<file path="config.mk">
export PLATFORM = sky130hd
export DESIGN_NAME = wb_stage
export DESIGN_NICKNAME = d
export VERILOG_FILES = /design/src/rtl/wb_stage.sv
export SDC_FILE = /design/constraint.sdc
export NUM_CORES = 1
export LEC_CHECK = 0
export CORE_ASPECT_RATIO = 1.1
export CORE_MARGIN = 8
export CORE_UTILIZATION = 47
export CTS_CLUSTER_SIZE = 10
export DETAILED_ROUTE_END_ITERATION = 6
export PLACE_DENSITY = 0.87
export SYNTH_ARGS = -nofsm -noshare
export SYNTH_HDL_FRONTEND = slang
export SYNTH_SLANG_ARGS = --single-unit
</file>
<file path="constraint.sdc">
create_clock -name clock -period 3.57 [get_ports clock]
set_clock_uncertainty 0.1 [all_clocks]
set_input_delay 0.357 -clock clock [delete_from_list [all_inputs] [get_ports clock]]
set_output_delay 0.357 -clock clock [all_outputs]
set_load 0.02 [all_outputs]
</file>
<file path="src/rtl/wb_stage.sv">
// Write-back stage: retires ALU ops straight to the register bank and performs
// the data-memory handshake for loads/stores, stalling EX while an access is pending.
module wb_stage #(
  parameter int DATA_W  = 16,
  parameter int SEL_W   = 3,
  parameter int TIMEOUT = 15
) (
  input  logic              clock,
  input  logic              reset,
  input  logic              in_valid,
  output logic              in_ready,
  input  logic [1:0]        in_op,
  input  logic [SEL_W-1:0]  in_dest,
  input  logic [DATA_W-1:0] in_alu,
  input  logic [DATA_W-1:0] in_store,
  output logic              mem_req,
  output logic              mem_we,
  output logic [DATA_W-1:0] mem_addr,
  output logic [DATA_W-1:0] mem_wdata,
  input  logic [DATA_W-1:0] mem_rdata,
  input  logic              mem_ack,
  output logic              BR_Hab_Escrita,
  output logic [SEL_W-1:0]  BR_Sel_E_SA,
  output logic [DATA_W-1:0] entrada_ULA,
  output logic [DATA_W-1:0] entrada_MD,
  output logic              controle,
  output logic              erro
);

  localparam int CNT_W = $clog2(TIMEOUT + 1);

  localparam logic [1:0] OP_ALU   = 2'b00;
  localparam logic [1:0] OP_LOAD  = 2'b01;
  localparam logic [1:0] OP_STORE = 2'b10;

  typedef enum logic [1:0] {IDLE, MEM, WB} state_t;

  state_t              state_reg, state_next;
  logic [CNT_W-1:0]    cnt_reg, cnt_next, cnt_inc;
  logic                req_reg, req_next;
  logic                we_reg, we_next;
  logic [DATA_W-1:0]   addr_reg, addr_next;
  logic [DATA_W-1:0]   wdata_reg, wdata_next;
  logic [SEL_W-1:0]    dest_reg, dest_next;
  logic                hab_reg, hab_next;
  logic [SEL_W-1:0]    sel_reg, sel_next;
  logic [DATA_W-1:0]   ula_reg, ula_next;
  logic [DATA_W-1:0]   md_reg, md_next;
  logic                ctl_reg, ctl_next;
  logic                erro_reg, erro_next;

  assign in_ready = (state_reg != MEM);
  assign cnt_inc  = cnt_reg + CNT_W'(1);

  always_ff @(posedge clock or posedge reset) begin
    if (reset) begin
      state_reg <= IDLE;
      cnt_reg   <= '0;
      req_reg   <= 1'b0;
      we_reg    <= 1'b0;
      addr_reg  <= '0;
      wdata_reg <= '0;
      dest_reg  <= '0;
      hab_reg   <= 1'b0;
      sel_reg   <= '0;
      ula_reg   <= '0;
      md_reg    <= '0;
      ctl_reg   <= 1'b0;
      erro_reg  <= 1'b0;
    end else begin
      state_reg <= state_next;
      cnt_reg   <= cnt_next;
      req_reg   <= req_next;
      we_reg    <= we_next;
      addr_reg  <= addr_next;
      wdata_reg <= wdata_next;
      dest_reg  <= dest_next;
      hab_reg   <= hab_next;
      sel_reg   <= sel_next;
      ula_reg   <= ula_next;
      md_reg    <= md_next;
      ctl_reg   <= ctl_next;
      erro_reg  <= erro_next;
    end
  end

  always_comb begin
    state_next = state_reg;
    cnt_next   = cnt_reg;
    req_next   = req_reg;
    we_next    = we_reg;
    addr_next  = addr_reg;
    wdata_next = wdata_reg;
    dest_next  = dest_reg;
    hab_next   = 1'b0;
    sel_next   = sel_reg;
    ula_next   = ula_reg;
    md_next    = md_reg;
    ctl_next   = ctl_reg;
    erro_next  = erro_reg;

    case (state_reg)
      MEM: begin
        // An ack in the final counted cycle still completes normally.
        if (mem_ack) begin
          req_next = 1'b0;
          if (!we_reg) begin
            state_next = WB;
            hab_next   = 1'b1;
            sel_next   = dest_reg;
            md_next    = mem_rdata;
            ctl_next   = 1'b1;
          end else begin
            state_next = IDLE;
          end
        end else if (cnt_inc == CNT_W'(TIMEOUT)) begin
          req_next   = 1'b0;
          erro_next  = 1'b1;
          state_next = IDLE;
        end else begin
          cnt_next = cnt_inc;
        end
      end
      default: begin
        state_next = IDLE;
        if (in_valid) begin
          if (in_op == OP_ALU) begin
            state_next = WB;
            hab_next   = 1'b1;
            sel_next   = in_dest;
            ula_next   = in_alu;
            ctl_next   = 1'b0;
          end else if (in_op == OP_LOAD || in_op == OP_STORE) begin
            state_next = MEM;
            cnt_next   = '0;
            req_next   = 1'b1;
            we_next    = (in_op == OP_STORE);
            addr_next  = in_alu;
            wdata_next = in_store;
            dest_next  = in_dest;
          end
        end
      end
    endcase
  end

  assign mem_req        = req_reg;
  assign mem_we         = we_reg;
  assign mem_addr       = addr_reg;
  assign mem_wdata      = wdata_reg;
  assign BR_Hab_Escrita = hab_reg;
  assign BR_Sel_E_SA    = sel_reg;
  assign entrada_ULA    = ula_reg;
  assign entrada_MD     = md_reg;
  assign controle       = ctl_reg;
  assign erro           = erro_reg;

endmodule
</file>
; ---- Word-level counts from Yosys, hierarchy flattened
; Cells that the tools add are included.
[totals]
regBits = 81
inputBits = 57
[op_classes]
addsub = 1
n_eq_ne = 11
mux = 34
n_bitwise = 4
n_reduce_logical = 12
[op_table]
columns = cell, count
row1 = $mux W4, 6
row2 = $mux W1, 17
row3 = $mux W3, 5
row4 = $mux W2, 6
row5 = $reduce_and A4 Y1, 3
row6 = $reduce_and A3 Y1, 3
row7 = $ne A2 B2 Y1 const B, 4
row8 = $reduce_bool A2 Y1, 3
row9 = $reduce_and A5 Y1, 1
row10 = $add A4 B1 Y4 const B, 1
row11 = $eq A2 B1 Y1 const B, 2
row12 = $eq A4 B4 Y1 const B, 1
row13 = $ne A2 B1 Y1 const B, 2
row14 = $not A1 Y1, 4
row15 = $ne A3 B3 Y1 const B, 1
row16 = $eq A2 B2 Y1 const B, 1
row17 = $logic_not A2 Y1, 1
row18 = $logic_or A1 B1 Y1, 1

; ---- Longest topological paths before layout
[logic_depth]
word_depth = 6
mapped_depth = 7
ltp_nobuf = 6

; ---- Worst setup path after synthesis
; Ideal clock, no wire load.
[synth_timing]
path_kind = input to register
startpoint = input in_op[0]
endpoint = register cnt_reg[1]
setup_ns = 0.104
t_arrival_ns = 1.496
required_time_ns = 3.366
path_slack_ns = 1.870
stages = 7
n_path_buf = 1
path_cell_list = inv_1 -> ha_1 -> nand2_1 -> nor3_4 -> buf_6 -> or3b_2 -> o311ai_1
[synth_via]
elab_chain_len = 4
elab_cells_between_ends = 7
[synth_rtl]
columns = item, line_no
row1 = "start, declared", 12  ; input logic [1:0] in_op,
row2 = $eq A2 B1 Y1 or $eq A2 B2 Y1 (tied branches), 133  ; end else if (in_op == OP_LOAD || in_op == OP_STORE) begin
row3 = $logic_or A1 B1 Y1, 133
row4 = $reduce_bool A2 Y1 (no line), --
row5 = $reduce_and A5 Y1 (no line) (*), --
row6 = "end signal, assigned", 72  ; cnt_reg <= cnt_next;
row7 = "end, declared", 39  ; logic [CNT_W-1:0] cnt_reg, cnt_next, cnt_inc;
; Mark *: on every way between the ends. The rest lies on a longest branch, timed or not.
; A chain may end at the register's enable or synchronous reset.

; ---- Worst setup path after layout
[layout_timing]
startpoint = register state_reg[1]
endpoint = register md_reg[4] (netlist: entrada_MD[4])
[layout_via]
elab_chain_len = 2
[layout_rtl]
columns = item, line_no
row1 = "start, declared", 38  ; state_t state_reg, state_next;
row2 = "start signal, assigned", 71  ; state_reg <= state_next;
row3 = $eq A2 B1 Y1, 102  ; case (state_reg)
row4 = $reduce_and A3 Y1 (no line), --
row5 = "end signal, assigned", 81  ; md_reg <= md_next;
row6 = "end, declared", 48  ; logic [DATA_W-1:0] md_reg, md_next;
; Every way passes these cells.

==> results.tsv <==
metric	value	unit
CTS tree	yes	
mean post-synth cell area	15.2	µm²
Cell Area, Synth	3310	µm²
Slew Limit Fails	0	
largest net degree at the start of global routing	38	
CTS H-tree lvls	3	
IO Count	130	
Crit Path Category	flop to flop	
Lkg Pwr	0.00203	µW
Netlist cell types	38	
Sink Count	81	
maxcap violations	0	
cells after synthesis	218	
Pre-Repair DR Iteration Count	4	
GRT Overall Usage	16.7	%
most frequently used flop master after synthesis	dfrtp_1	
starting density of the core	47.9	%
Critical R2R Launch	state_reg[1]$_DFFE_PP0P_	
Vias	2251	
crit start category	flop	
layout cells sized above 1	27.3	%
# setup viols final	0	
Detail Placement HPWL	5990	µm
critical path data arrival time	2.60	ns
fin crit share	69.3	%
vias per inst	5.12	
root buf cell	clkbuf_8	
Hold-fix buffers, CTS	0	
Placed Area	4650	µm²
core area	6930	µm²
clk slew on worst S/H paths	0.08	ns
VDD IR max	0.480	mV
CP required	3.70	ns
crit path time final	2.48	ns
Critical R2R Capture	entrada_MD[4]$_DFFE_PP0P_	
Total Routed Length	7940	µm
crit path launch	state_reg[1]$_DFFE_PP0P_	
WL/cell	18.0	µm
# Post-CTS Setup Buffers	0	
syn nets	279	
P per Cell Area	780	nW/µm²
Synth Register Bits	81	
unrepaired setup endpoints after global routing	false	
largest fanout on the critical path	22	
die area	10000	µm²
Port Buffer Count	129	
vias in the first global route	2593	
Post-synth EDFFs	0	
setup TNS	0	ns
Crit. End Element	flop	
relative slew slack	35.2	%
worst-skew pair later-pin latency	0.35	ns
Die Ht	104	µm
Worst Setup EP	entrada_MD[4]$_DFFE_PP0P_	
ys async rst share	100	%
outcome	complete, no violations	
DR DRC count	0	
GRT overflow	0	
Inserted Clock Buffers	9	
post-cts sizing count	0	
FF-to-FF path depth	4	
sequential area share after synthesis	61.2	%
Syn. warnings	0	
post-route ant nets	0	
Syn-to-layout area delta	46.7	%
Slew @ Worst Pin	0.970	ns
routability cong.	0.791	
first-pass GRT wire length	13100	µm
Design Area, Final	4860	µm²
Hold Fails Final Rpt	0	
ant diodes	0	
initial antenna violation count	0	
register-to-register setup slack	1.09	ns
die outline width	96.1	µm
row count	32	
Fillers	495	
highest clock rate	404	MHz
clock buffer depth	2	
Final #Nets	412	
HP Class	input port to asynchronous set/reset pin	
DR iter-0 viols	81	
## kinds of logic (layout without fill, tap and decap cells)
group	count (synthesis)	count (layout)	share of synthesized area [%]
muxes	68	68	23.1
and+or+nand+nor	28	28	5.70
DFF	81	81	61.2
AOI/OAI and AO/OA	18	18	4.98
buffers and inverters	19	156	3.55
adders and majority gates	4	4	1.51
## cells in the final DEF (no fill, tap or decap), types with 3 or more instances in the layout
master and count:
nand2_1 9, dfrtp_1 81, nand3_1 3, a31oi_1 3, ha_1 4, inv_1 7, clkbuf_8 9, nor3_1 3
mux2_2 66, clkdlybuf4s50_1 129, buf_4 3
## layer usage
| metal | vias up | track usage, % | part of all wire [%] |
|---|---|---|---|
| met5 | - | 0 | 0 |
| met4 | 0 | 6.60 | 1.4 |
| met3 | 11 | 6.93 | 11 |
| met2 | 76 | 28.0 | 52 |
| met1 | 1120 | 17.7 | 36 |
| li1 | 1044 | - | - |
## area by class of cell
class,instances,area [µm²],area share (%)
clock inverter,5,81.3,1.67
sequential,81,2030,41.7
timing repair buffer,132,1310,27.0
inverter,9,35.0,0.721
multi-input combinational,118,1170,24.1
clock buffer,10,128,2.63
tap,85,106,2.19
## cells in the mapped netlist (all sizes together) (2+ instances only)
| library cell | number | area [µm²] |
|---|---|---|
| a21o | 2 | 16.3 |
| a21oi | 2 | 10.0 |
| a31oi | 3 | 18.8 |
| buf | 10 | 83.8 |
| dfrtp | 81 | 2030 |
| ha | 4 | 50.1 |
| inv | 9 | 33.8 |
| mux2 | 68 | 766 |
| nand2 | 9 | 33.8 |
| nand3 | 3 | 15.0 |
| nor2 | 2 | 7.51 |
| nor3 | 4 | 31.3 |
| o311ai | 2 | 17.5 |
| or2 | 2 | 12.5 |
## worst max-delay path, cell delays in order (launching register included)
cell	delay, ns
dfrtp_1	0.38
nor2b_2	0.38
inv_2	0.24
nor3b_4	0.84
mux2_2	0.42
## per-stage QoR
step	util (%)	hold slack, ns	setup slack [ns]	cells	power, µW
2_1_floorplan	-	0.380	1.03	218	2290
3_3_place_gp	67.2	0.341	0.997	425	3070
3_5_place_dp	67.2	0.347	0.965	425	3130
4_1_cts	70.2	0.180	1.08	440	3850
5_1_grt	70.2	0.229	0.890	440	3990
6_report	70.2	0.190	1.09	440	3790
## worst min path at each step
stage / from / to / slack [ns] / depth (start not counted)
2_1_floorplan: dest_reg[0]$_DFFE_PP0P_ / dest_reg[0]$_DFFE_PP0P_ / 0.38 / 1
3_3_place_gp: erro$_DFFE_PP0P_ / erro$_DFFE_PP0P_ / 0.34 / 1
3_5_place_dp: erro$_DFFE_PP0P_ / erro$_DFFE_PP0P_ / 0.35 / 1
4_1_cts: reset / entrada_ULA[9]$_DFFE_PP0P_ / 0.18 / 2
5_1_grt: reset / entrada_ULA[8]$_DFFE_PP0P_ / 0.23 / 2
6_report: reset / entrada_ULA[7]$_DFFE_PP0P_ / 0.19 / 2
## power by group
part | switching, µW | internal (µW)
Clock | 318 | 390
Sequential | 196 | 1260
Combinational | 763 | 865
Total | 1280 | 2510
Power figures use the tool's default switching activity.
